### src/rtl/lcd_nibble_writer.sv
// ---------------------------------------------------------------------------
// lcd_nibble_writer
//
// Output stage of the LCD path. Takes one byte (command or data) per
// WR_VALID/WR_READY handshake and writes it to a 4-bit HD44780-style
// character LCD, upper nibble first. The block generates the RS/E/DB timing
// and the post-write execution wait.
//
// Transaction:
//   IDLE -> SETUP_H -> PULSE_H -> HOLD_H -> GAP_ST -> SETUP_L -> PULSE_L
//        -> HOLD_L -> WAIT_ST -> IDLE
// Each timed state lasts exactly its *_CYC parameter. Every parameter must
// be at least 1.
//
// Ports:
//   CCLK      in   system clock
//   RST       in   asynchronous, active-high reset
//   WR_VALID  in   request valid (requester holds it until accepted)
//   WR_RS     in   0 = command, 1 = data
//   WR_DATA   in   [7:0] byte to write
//   WR_READY  out  idle and able to accept
//   BUSY      out  ~WR_READY
//   LCDRS     out  LCD register select
//   LCDRW     out  LCD read/write, tied to 0 (write only)
//   LCDE      out  LCD enable strobe
//   LCDDAT    out  [3:0] LCD data nibble
//
// Optional feature, macro LCD_INIT_EN: when defined, the block runs the
// 4-bit power-on init sequence after reset before raising WR_READY. The
// sequence is 0x3, 0x3, 0x3, 0x2, all with RS=0. When the macro is
// undefined, IDLE is entered on the first edge after reset release.
// ---------------------------------------------------------------------------
module lcd_nibble_writer #(
  parameter int SETUP_CYC     = 2,
  parameter int PULSE_CYC     = 12,
  parameter int HOLD_CYC      = 1,
  parameter int GAP_CYC       = 50,
  parameter int CMD_WAIT_CYC  = 2000,
  parameter int LONG_WAIT_CYC = 82000,
  parameter int INIT_WAIT_CYC = 750000,
  parameter int INIT_GAP_CYC  = 205000
) (
  input  logic       CCLK,
  input  logic       RST,
  input  logic       WR_VALID,
  input  logic       WR_RS,
  input  logic [7:0] WR_DATA,
  output logic       WR_READY,
  output logic       BUSY,
  output logic       LCDRS,
  output logic       LCDRW,
  output logic       LCDE,
  output logic [3:0] LCDDAT
);

  function automatic int imax(input int a, input int b);
    return (a > b) ? a : b;
  endfunction

  // The shared counter only has to hold the largest parameter that is
  // actually used. The init delays count only when the init sequence is
  // built in.
  localparam int MAX_XFER = imax(imax(imax(SETUP_CYC, PULSE_CYC), imax(HOLD_CYC, GAP_CYC)),
                                 imax(CMD_WAIT_CYC, LONG_WAIT_CYC));
`ifdef LCD_INIT_EN
  localparam int MAX_P = imax(MAX_XFER, imax(INIT_WAIT_CYC, INIT_GAP_CYC));
`else
  localparam int MAX_P = MAX_XFER;
`endif
  // The counter holds (cycles - 1), so clog2(MAX_P) bits are enough.
  localparam int CW = (MAX_P > 1) ? $clog2(MAX_P) : 1;

  typedef enum logic [3:0] {
    RESET_ST,
    IDLE,
    SETUP_H,
    PULSE_H,
    HOLD_H,
    GAP_ST,
    SETUP_L,
    PULSE_L,
    HOLD_L,
`ifdef LCD_INIT_EN
    INIT_WAIT,
    I_SETUP,
    I_PULSE,
    I_HOLD,
    I_WAIT,
`endif
    WAIT_ST
  } state_t;

  // Reload value for a state that lasts n cycles. The state exits on the
  // cycle where the counter reads zero.
  function automatic logic [CW-1:0] ld(input int n);
    return CW'(n - 1);
  endfunction

  state_t          state_q;
  logic [CW-1:0]   cnt_q;
  logic            rs_q;
  logic [7:0]      data_q;
  logic            ready_q;
  logic            lcdrs_q;
  logic            lcde_q;
  logic [3:0]      lcddat_q;
`ifdef LCD_INIT_EN
  logic [1:0]      step_q;     // index of the current init nibble, 0..3
`endif

  logic            done;
  logic            long_wait;

  assign done = (cnt_q == '0);

  // Clear display (0x01) and return home (0x02/0x03) need the long
  // execution wait. Every other command and all data writes use the short
  // wait.
  assign long_wait = !rs_q && (data_q[7:2] == 6'd0) && (data_q[1:0] != 2'd0);

  always_ff @(posedge CCLK or posedge RST) begin
    if (RST) begin
      state_q  <= RESET_ST;
      cnt_q    <= '0;
      rs_q     <= 1'b0;
      data_q   <= 8'h00;
      ready_q  <= 1'b0;
      lcdrs_q  <= 1'b0;
      lcde_q   <= 1'b0;
      lcddat_q <= 4'h0;
`ifdef LCD_INIT_EN
      step_q   <= 2'd0;
`endif
    end else begin
      // A state entry below overrides this decrement with a fresh reload.
      if (!done) cnt_q <= cnt_q - 1'b1;

      case (state_q)
        RESET_ST: begin
`ifdef LCD_INIT_EN
          state_q <= INIT_WAIT;
          cnt_q   <= ld(INIT_WAIT_CYC);
          step_q  <= 2'd0;
`else
          state_q <= IDLE;
          ready_q <= 1'b1;
`endif
        end

        IDLE: begin
          if (WR_VALID) begin
            rs_q     <= WR_RS;
            data_q   <= WR_DATA;
            lcdrs_q  <= WR_RS;
            lcddat_q <= WR_DATA[7:4];
            ready_q  <= 1'b0;
            state_q  <= SETUP_H;
            cnt_q    <= ld(SETUP_CYC);
          end
        end

        SETUP_H: if (done) begin
          state_q <= PULSE_H;
          lcde_q  <= 1'b1;
          cnt_q   <= ld(PULSE_CYC);
        end

        PULSE_H: if (done) begin
          state_q <= HOLD_H;
          lcde_q  <= 1'b0;
          cnt_q   <= ld(HOLD_CYC);
        end

        HOLD_H: if (done) begin
          state_q <= GAP_ST;
          cnt_q   <= ld(GAP_CYC);
        end

        GAP_ST: if (done) begin
          state_q  <= SETUP_L;
          lcddat_q <= data_q[3:0];
          cnt_q    <= ld(SETUP_CYC);
        end

        SETUP_L: if (done) begin
          state_q <= PULSE_L;
          lcde_q  <= 1'b1;
          cnt_q   <= ld(PULSE_CYC);
        end

        PULSE_L: if (done) begin
          state_q <= HOLD_L;
          lcde_q  <= 1'b0;
          cnt_q   <= ld(HOLD_CYC);
        end

        HOLD_L: if (done) begin
          state_q <= WAIT_ST;
          cnt_q   <= long_wait ? ld(LONG_WAIT_CYC) : ld(CMD_WAIT_CYC);
        end

        // READY rises on the exit edge, so a request already held on
        // WR_VALID is taken on the very next edge.
        WAIT_ST: if (done) begin
          state_q <= IDLE;
          ready_q <= 1'b1;
        end

`ifdef LCD_INIT_EN
        INIT_WAIT: if (done) begin
          state_q  <= I_SETUP;
          lcdrs_q  <= 1'b0;
          lcddat_q <= 4'h3;
          cnt_q    <= ld(SETUP_CYC);
        end

        I_SETUP: if (done) begin
          state_q <= I_PULSE;
          lcde_q  <= 1'b1;
          cnt_q   <= ld(PULSE_CYC);
        end

        I_PULSE: if (done) begin
          state_q <= I_HOLD;
          lcde_q  <= 1'b0;
          cnt_q   <= ld(HOLD_CYC);
        end

        // Only the first 0x3 needs the long 4.1 ms gap. The others use the
        // normal command wait.
        I_HOLD: if (done) begin
          state_q <= I_WAIT;
          cnt_q   <= (step_q == 2'd0) ? ld(INIT_GAP_CYC) : ld(CMD_WAIT_CYC);
        end

        I_WAIT: if (done) begin
          if (step_q == 2'd3) begin
            state_q <= IDLE;
            ready_q <= 1'b1;
          end else begin
            step_q   <= step_q + 1'b1;
            // The fourth nibble (step 3) switches the LCD into 4-bit mode.
            lcddat_q <= (step_q == 2'd2) ? 4'h2 : 4'h3;
            state_q  <= I_SETUP;
            cnt_q    <= ld(SETUP_CYC);
          end
        end
`endif

        default: begin
          state_q <= RESET_ST;
          ready_q <= 1'b0;
          lcde_q  <= 1'b0;
        end
      endcase
    end
  end

  assign WR_READY = ready_q;
  assign BUSY     = ~ready_q;
  assign LCDRS    = lcdrs_q;
  assign LCDRW    = 1'b0;
  assign LCDE     = lcde_q;
  assign LCDDAT   = lcddat_q;

endmodule

### config.mk
export PLATFORM = sky130hd
export DESIGN_NAME = lcd_nibble_writer
export DESIGN_NICKNAME = d
export VERILOG_FILES = /design/src/rtl/lcd_nibble_writer.sv
export SDC_FILE = /design/constraint.sdc
export NUM_CORES = 1
export LEC_CHECK = 0
export CAP_MARGIN = 10
export CORE_MARGIN = 3
export CORE_UTILIZATION = 30
export DETAILED_ROUTE_END_ITERATION = 16
export GPL_TIMING_DRIVEN = 0
export PLACE_DENSITY = 0.52
export SLEW_MARGIN = 15
export SYNTH_ARGS = -nofsm -noshare
export SYNTH_HDL_FRONTEND = slang
export SYNTH_SLANG_ARGS = --single-unit
### constraint.sdc
create_clock -name CCLK -period 4 [get_ports CCLK]
set_input_delay 0.4 -clock CCLK [delete_from_list [all_inputs] [get_ports CCLK]]
set_output_delay 0.4 -clock CCLK [all_outputs]
set_load 0.005 [all_outputs]
# After elaboration in Yosys (flattened, before gate mapping)
# Cells that the tools add are included.
# W data, S select, Z words.
# classes
n_mux,27
n_eq_ne,20
bitwise,3
add_sub_neg,1
n_reduce_logical,17
# op_table
op,n
$mux W17,8
$pmux W17 S6,1
$mux W4,11
$pmux W4 S10,1
$ne A2 B2 Y1 const B,9
$logic_not A17 Y1,1
$sub A17 B1 Y17 const B,1
$eq A4 B3 Y1 const B,4
$reduce_and A3 Y1,3
$reduce_and A9 Y1,1
$eq A4 B2 Y1 const B,2
$eq A4 B4 Y1 const B,2
$pmux W4 S2,1
$reduce_or A7 Y1,1
$logic_not A6 Y1,1
$reduce_or A6 Y1,1
$eq A4 B1 Y1 const B,1
$logic_not A4 Y1,1
$ne A2 B1 Y1 const B,2
$pmux W1 S4,1
$reduce_bool A2 Y1,2
$reduce_or A2 Y1,2
$mux W1,3
$not A1 Y1,3
other kinds (4),5
# word_totals
regBits,36
out_inout_bits,9
wordCells,75
inputBits,12

# Longest topological paths before layout
# Gate-level depths: netlist (run 1).
# logic_depth
ltp_word,6
mapped_depth,10
depth_no_buf,10

# Worst setup path before layout (run 1)
# Ideal clock, no wire load.
# synth_path
kind,reg-to-reg
startpoint,register cnt_q[0]
endpoint,register cnt_q[14]
path_slack_ps,2161
stages_incl_launch_ff,9
period_less_slack_ps,1839
required_time_ps,3926
arrival_time_ps,1764
n_path_buf,1
setup_ps,74
cell_sequence,dfrtp_1 > inv_1 > ha_1 > nor2b_1 > and2_1 > buf_6 > or4_1 > o21a_1 > o21ai_2
# synth_via
elab_chain_len,4
elab_cells_between_ends,10
cone_classes,1 x add/sub; 8 x mux; 1 x reduce/logical
# synth_rtl
element,line,rtl
"start, declared",100,logic [CW-1:0] cnt_q;
"start signal, assigned",136,if (!done) cnt_q <= cnt_q - 1'b1;
"start signal, assigned",158,cnt_q <= ld(SETUP_CYC);
"start signal, assigned",165,cnt_q <= ld(PULSE_CYC);
$sub A17 B1 Y17 / $logic_not A17 Y1 (equally long branches),"136, 114",
$mux W17,136,
"$mux W17, or another cell as far along",197,HOLD_L: if (done) begin
$pmux W17 S6 (*),138,case (state_q)
# Every way passes the cells marked *; elsewhere a longest branch is shown, timed or not.
# A chain may end at the register's enable or synchronous reset.

# Worst setup path in the final report (run 1)
# layout_path
startpoint,register state_q[2]
endpoint,register cnt_q[8]
# layout_via
elab_chain_len,3
elab_cells_between_ends,11
cone_classes,8 x eq/ne; 1 x mux; 2 x reduce/logical
# layout_rtl
element,line,rtl
"start, declared",99,state_t state_q;
"start signal, assigned",123,state_q <= RESET_ST;
"start signal, assigned",145,state_q <= IDLE;
"start signal, assigned",157,state_q <= SETUP_H;
$eq A4 B3 Y1 / $eq A4 B2 Y1 (equally long branches),138,
$reduce_or A2 Y1 (no line),-,
$pmux W17 S6 (*),138,
# Marks and branches as above.

==> metrics.cfg, run 1 <==
[clocking]
numCtsBuffers = 5
insertion_delay_ns = 0.28
clock_sinks = 36
cts_repair_resize_count = 0
ctsLongestPathBuffers = 2
hold_buffers = 0
cts_tree = built
h-tree-depth = 2
cts_root_buffer = sky130_fd_sc_hd__clkbuf_8
worst_setup_hold_path_clk_slew_ns = 0.07
post_cts_buffers = 0

[route]
drtPass1Iterations = 4
via_per_inst = 5.24
drtAntennaViolNets = 0
drtIter0Drc = 144
routed_wire_length_per_instance_um = 14.7
via_count = 1745
drc = 0
postRouteWirelength_um = 4880

[sta]
fin_tns_setup_ns = 0
timing.final.hold_violations = 0
worstMarginPinSlew_ns = 0.621
fin_worst_hold_slack_ns = 0.393
finalMaxSlewViolations = 0
rsz_0062_raised_after_global_routing = no
finalCriticalPeriod_ns = 2.20
post-route-period-util = 0.551
worst_clock_skew_ns = 0.00572
timing.max_slew.rel_slack = 0.584
post-route-worst-setup-slack_ns = 1.80
achievable-frequency_mhz = 454
setup-violations-final = 0

[setup_path]
timing.critical_path.slowest_cell_delay_ns = 0.54
worstSetupEndpoint = cnt_q[8]$_DFF_PP0_
worst-endpoint-arrival_ns = 2.35
reg2reg_setup_slack_ns = 1.80
crit_top_cell = sky130_fd_sc_hd__clkbuf_1
r2r_start = state_q[2]$_DFFE_PP0P_
path_class = reg2reg
required_ns = 4.15
timing.critical_path.from = state_q[2]$_DFFE_PP0P_
critical_path.endpoint_type = flip-flop
worst_path_max_delay_cell = sky130_fd_sc_hd__nor2_1
critPathLaunchType = flip-flop
rr_endpoint = cnt_q[8]$_DFF_PP0_
critical_path.cell_chain = clkbuf_1 > nor2_1 > and3_1 > clkbuf_1 > o21ai_0
rr_worst_depth = 5
critical_path_peak_fanout = 10

[final_layout]
area.growth.synth_to_final_pct = 19.8
layout.cells.non_filler = 333
share_of_post_route_cells_with_drive_strength_above_1 = 0.0977
layout.nets = 271
antenna_cells = 0
fill_cells = 667

[power]
clkPwrFrac = 0.173
combinationalPowerShare = 0.383
max-vdd-ir-drop_v = 0.000255
p_switching_mw = 0.593
internal_cell_power_mw = 0.966
p_leak_nw = 1.04
power-per-cell-area_nw_per_um2 = 636
design_power_total_mw = 1.56
seq_power_share = 0.444
power_switching_share = 0.380

[placement]
gp_routability_congestion = 0.769
place_ws_ns = 1.80
place.detailed.hpwl_um = 3610
dp.cells = 325
placement.io_buffers = 19

[floorplanning]
start_util = 0.315
io_pins = 21
placementRows = 29
die_area_sq_um = 7850
core_region_area_sq_um = 6490
fp.dieW_um = 88.6
die_height_um = 88.6

[yosys]
syn-mean-instance-area_sq_um = 8.97
yosys_register_bits = 36
synth_area_sq_um = 2050
synthesis_warnings = 0
synth.net_count = 244
ys_seq_area_frac = 0.440
synth_cell_types = 48
synthesis.instances = 228

[global_route]
track_usage = 0.143
antenna_violations_before_repair = 0
grt_first_pass_wirelength_um = 8690
first_global_vias = 1758
grt_overflow_total = 0
largest_net_degree_at_the_start_of_global_routing = 25

[outcome]
result_of_the_run = complete, no violations

[worst_hold_path]
timing.hold.worst.class = in2async

[job]
max-cap-violations = 0

==> power groups by stage <==
stage               clock network, mW  registers, mW  logic, mW
floorplan                           0          0.661      0.425
global placement                    0          0.696      0.591
finish                          0.270          0.692      0.597
detailed placement                  0          0.695      0.600
CTS                             0.278          0.690      0.603
global route                    0.291          0.717      0.689
==> worst min-delay path by stage <==
stage,startpoint,slack [ns],end,cells past startpoint
after floorplan,data_q[4]$_DFFE_PP0P_,0.45,data_q[4]$_DFFE_PP0P_,2
after global placement,data_q[4]$_DFFE_PP0P_,0.46,data_q[4]$_DFFE_PP0P_,2
after detailed placement,data_q[4]$_DFFE_PP0P_,0.46,data_q[4]$_DFFE_PP0P_,2
after CTS,RST,0.40,state_q[1]$_DFFE_PP0P_,2
after global routing,RST,0.43,state_q[1]$_DFFE_PP0P_,2
final,RST,0.39,state_q[1]$_DFFE_PP0P_,2
==> worst max-delay path, delay by kind of cell (launching register included) <==
kind	cells	cell delay (ns)
AOI/OAI and AO/OA	1	0.17
buffers and inverters	2	0.65
DFF	1	0.39
and+or+nand+nor	2	0.86
==> synth_stat cells, drive strengths merged <==
library cell,n,area share
o22ai,1,0.0031
clkbuf,7,0.013
nor4b,3,0.016
and4,1,0.0055
a21o,1,0.0037
nand2b,1,0.0031
nor2,17,0.035
a21boi,2,0.0073
inv,10,0.018
nor4,9,0.042
and2,2,0.0067
and3,2,0.0061
or2,2,0.0061
o31ai,4,0.015
mux2i,3,0.015
o21ai,11,0.029
nand4,1,0.0061
o32a,1,0.0049
xnor2,3,0.013
o221ai,2,0.0086
a211oi,8,0.029
nand3,8,0.024
nand3b,1,0.0037
ha,4,0.024
or4,1,0.0037
a21oi,10,0.024
nand2,44,0.081
buf,3,0.015
nor3,12,0.029
a31oi,1,0.0031
a221oi,1,0.0043
o21a,6,0.022
or4b,1,0.0049
o22a,4,0.017
a2111oi,1,0.0049
or3,1,0.0031
a311oi,1,0.0043
conb,1,0.0018
nor2b,1,0.0031
dfrtp,36,0.44
==> routing by layer <==
layer	wire length (um)	global-route usage	share of wire	up-vias
met5	0	0	0	-
li1	-	-	-	874
met1	2430	0.195	0.50	830
met4	51	0.0371	0.010	0
met2	2230	0.228	0.46	36
met3	172	0.0335	0.035	5
==> cell type report <==
cell class / count / area [sq um] / share of cell area
flip-flops and latches: 36 / 901 / 0.368
multi-input cells: 172 / 1050 / 0.429
plain buffers: 10 / 56.3 / 0.0230
well taps: 77 / 96.3 / 0.0393
repair buffers: 20 / 218 / 0.0889
inverters: 10 / 37.5 / 0.0153
clock buffers: 8 / 90.1 / 0.0368
==> through the flow <==
step | instance area (sq um) | util
detailed placement | 2360 | 0.363
CTS | 2450 | 0.377
global placement | 2330 | 0.359
floorplan | 2050 | -
finish | 2450 | 0.377
global route | 2450 | 0.377
==> cell usage in the layout (no fill, tap or decap), types with 2 or more instances in the layout <==
cell	synthesis	final
sky130_fd_sc_hd__a211oi_1	8	8
sky130_fd_sc_hd__nand2_1	44	44
sky130_fd_sc_hd__inv_2	1	2
sky130_fd_sc_hd__o21a_1	6	6
sky130_fd_sc_hd__and3_1	2	2
sky130_fd_sc_hd__nor4b_1	2	2
sky130_fd_sc_hd__nor3_1	12	12
sky130_fd_sc_hd__o22a_1	4	4
sky130_fd_sc_hd__a21boi_0	2	2
sky130_fd_sc_hd__o221ai_1	2	2
sky130_fd_sc_hd__dfrtp_1	36	36
sky130_fd_sc_hd__nor4_1	7	7
sky130_fd_sc_hd__nor2_1	16	16
sky130_fd_sc_hd__ha_1	4	4
sky130_fd_sc_hd__nor4_4	2	2
sky130_fd_sc_hd__clkbuf_8	0	6
sky130_fd_sc_hd__nand3_1	6	6
sky130_fd_sc_hd__clkdlybuf4s50_1	0	19
sky130_fd_sc_hd__o31ai_1	4	4
sky130_fd_sc_hd__inv_1	9	8
sky130_fd_sc_hd__or2_2	2	2
sky130_fd_sc_hd__buf_6	2	2
sky130_fd_sc_hd__clkbuf_1	7	9
sky130_fd_sc_hd__xnor2_1	3	3
sky130_fd_sc_hd__o21ai_0	10	10
sky130_fd_sc_hd__a21oi_1	10	10
sky130_fd_sc_hd__nand3_2	2	2
sky130_fd_sc_hd__mux2i_1	3	3
==> state kept, by name, summed over array words and instances, names as in the netlist <==
| name | flops |
|---|---|
| data_q | 8 |
| state_q | 4 |
| LCDRS | 1 |
| LCDDAT | 4 |
| WR_READY | 1 |
| cnt_q | 17 |
| LCDE | 1 |
==> cells by family after synthesis <==
logic type                 Yosys count  synth area share
and+or+nand+nor                    107             0.280
AOI/OAI and AO/OA                   54             0.180
DFF                                 36             0.440
buffers and inverters               20            0.0459
adders and majority gates            4            0.0245
xor gates and xnor gates             3            0.0128
muxes                                3            0.0147
other                                1           0.00183
Note: power is estimated with default switching activity, not from simulation.
==> run 2, diff against run 1 <==
Clock period 4 ns to 2.3 ns, I/O delays scaled along.
==> run 2 against run 1 <==
Against the previous run: global-route usage unchanged; wire length increased by 0.74%; clock skew increased by 0.00075 ns; register-to-register slack got worse by 1.6 ns; clock power increased by 74%; total power increased by 74%; non-clock buffer count unchanged.
==> metrics.cfg, run 2 (synthesis gave the netlist of run 1 again) <==
[setup_path]
critical_path.endpoint_type = flip-flop
required_ns = 2.48  ; -1.67 ns
worst-endpoint-arrival_ns = 2.24  ; -0.11 ns
critPathLaunchType = flip-flop
path_class = reg2reg
critical_path_peak_fanout = 10  ; unchanged

[route]
drtIter0Drc = 128  ; -11%
via_per_inst = 5.23  ; -0.11%
drc = 0  ; unchanged
routed_wire_length_per_instance_um = 14.8  ; +0.74%
drtAntennaViolNets = 0  ; unchanged
postRouteWirelength_um = 4920  ; +0.74%
drtPass1Iterations = 4  ; unchanged
via_count = 1743  ; -0.11%

[final_layout]
layout.nets = 271  ; unchanged
mostFrequentLayoutCells = 44 x sky130_fd_sc_hd__nand2_1, 36 x sky130_fd_sc_hd__dfrtp_1, 19 x sky130_fd_sc_hd__clkdlybuf4s50_1
largest_register_ffs = 17  ; unchanged
layout.cells.non_filler = 333  ; unchanged
antenna_cells = 0  ; unchanged
area.growth.synth_to_final_pct = 19.9
share_of_post_route_cells_with_drive_strength_above_1 = 0.102  ; +0.00391
largestRegisters = cnt_q x17, data_q x8
registers.top_by_ff_count = cnt_q
leading_cell_type_in_the_layout_fill_and_taps_excluded = sky130_fd_sc_hd__nand2_1

[outcome]
result_of_the_run = complete, no violations

[global_route]
grt_overflow_total = 0  ; unchanged
grt_util_met1 = 0.195  ; unchanged
first_global_vias = 1758  ; unchanged
grt.busiest_layer = met2
antenna_violations_before_repair = 0  ; unchanged
grt_use_met3 = 0.0335  ; unchanged
grt_use_met2 = 0.228  ; unchanged
track_usage = 0.143  ; unchanged
largest_net_degree_at_the_start_of_global_routing = 25  ; unchanged
grt_first_pass_wirelength_um = 8690  ; unchanged

[clocking]
cts_tree = built
worst_setup_hold_path_clk_slew_ns = 0.07  ; about the same
ctsLongestPathBuffers = 2  ; unchanged
h-tree-depth = 2  ; unchanged
post_cts_buffers = 0  ; unchanged
numCtsBuffers = 5  ; unchanged
cts_root_buffer = sky130_fd_sc_hd__clkbuf_8
clock_sinks = 36  ; unchanged
hold_buffers = 0  ; unchanged
insertion_delay_ns = 0.29  ; about the same

[sta]
rsz_0062_raised_after_global_routing = no
finalCriticalPeriod_ns = 2.07  ; -0.135 ns
achievable-frequency_mhz = 483  ; +6.5%
fin_tns_setup_ns = 0  ; unchanged
worst_clock_skew_ns = 0.00647  ; +0.000753 ns
worstMarginPinSlew_ns = 0.521  ; -0.100 ns
setup-violations-final = 0  ; unchanged
timing.final.hold_violations = 0  ; unchanged
finalMaxSlewViolations = 0  ; unchanged
post-route-period-util = 0.899  ; +0.349
timing.max_slew.rel_slack = 0.653  ; +0.0683

[placement]
gp_routability_congestion = 0.769  ; unchanged
dp.cells = 325  ; unchanged
placement.io_buffers = 19  ; unchanged
place.detailed.hpwl_um = 3610  ; unchanged

[worst_hold_path]
timing.hold.worst.class = in2async

[floorplanning]
fp.dieW_um = 88.6  ; unchanged
placementRows = 29  ; unchanged
die_height_um = 88.6  ; unchanged
die_area_sq_um = 7850  ; unchanged
start_util = 0.315  ; unchanged
core_region_area_sq_um = 6490  ; unchanged
io_pins = 21  ; unchanged

[power]
p_leak_nw = 1.04  ; about the same
max-vdd-ir-drop_v = 0.000444  ; +74%
power-per-cell-area_nw_per_um2 = 1110  ; +74%

[job]
max-cap-violations = 0  ; unchanged

[run 2: worst paths after layout]
check	slack [ns]	to	depth (start not counted)	start
max in group asynchronous	1.66	cnt_q[16]$_DFF_PP0_	3	RST
max reg2reg	0.23	LCDDAT[2]$_DFFE_PP0P_	6	cnt_q[2]$_DFF_PP0_
min reg2reg	0.48	data_q[4]$_DFFE_PP0P_	2	data_q[4]$_DFFE_PP0P_
min	0.22	cnt_q[10]$_DFF_PP0_	2	RST
min in group CCLK	0.47	data_q[1]$_DFFE_PP0P_	3	WR_DATA[1]
max	0.23	LCDDAT[2]$_DFFE_PP0P_	6	cnt_q[2]$_DFF_PP0_
[run 2: critical path, cell delays in order, from the launching register on]
cell,delay [ns]
sky130_fd_sc_hd__dfrtp_1,0.48
sky130_fd_sc_hd__nor4_4,0.49
sky130_fd_sc_hd__and4_4,0.33
sky130_fd_sc_hd__buf_6,0.15
sky130_fd_sc_hd__nand3_2,0.15
sky130_fd_sc_hd__o22a_1,0.26
sky130_fd_sc_hd__o21a_1,0.11
[run 2: per-stage QoR]
stage / hold WS (ns) / setup slack (ns) / utilization / cell area (sq um) / power (mW)
global placement: 0.464 / 0.0633 / 0.359 / 2330 / 2.24
global route: 0.261 / 0.0415 / 0.378 / 2450 / 2.95
CTS: 0.227 / 0.0798 / 0.377 / 2450 / 2.73
finish: 0.221 / 0.231 / 0.378 / 2450 / 2.71
detailed placement: 0.464 / 0.0965 / 0.363 / 2360 / 2.25
floorplan: 0.335 / 0.461 / - / 2050 / 1.89
[run 2: timing repair]
action	4_1_cts	5_1_grt
setup endpoints to repair	0	20
gates resized for setup	0	1
endpoints found under the hold margin	0	0
[run 2: layer usage]
metal | vias to the layer above | part of all wire
met5 | - | 0
met4 | 0 | 0.0075
met3 | 4 | 0.033
met2 | 33 | 0.46
met1 | 827 | 0.50
li1 | 879 | -
[run 2: final cells by class]
type                            instances  area (sq um)
Buffer                                 10          56.3
Clock buffer                            8          90.1
Fill cell                             666          4040
Inverter                               10          37.5
Multi-Input combinational cell        172          1050
Sequential cell                        36           901
Tap cell                               77          96.3
Timing Repair Buffer                   20           218
[run 2: report_power, final]
part / switching [mW] / total [mW] / internal, mW / leakage [nW]
sequential: 0.299 / 1.20 / 0.906 / 0.444
clock: 0.225 / 0.470 / 0.245 / 0.0455
combinational: 0.510 / 1.04 / 0.529 / 0.546
total: 1.03 / 2.71 / 1.68 / 1.04
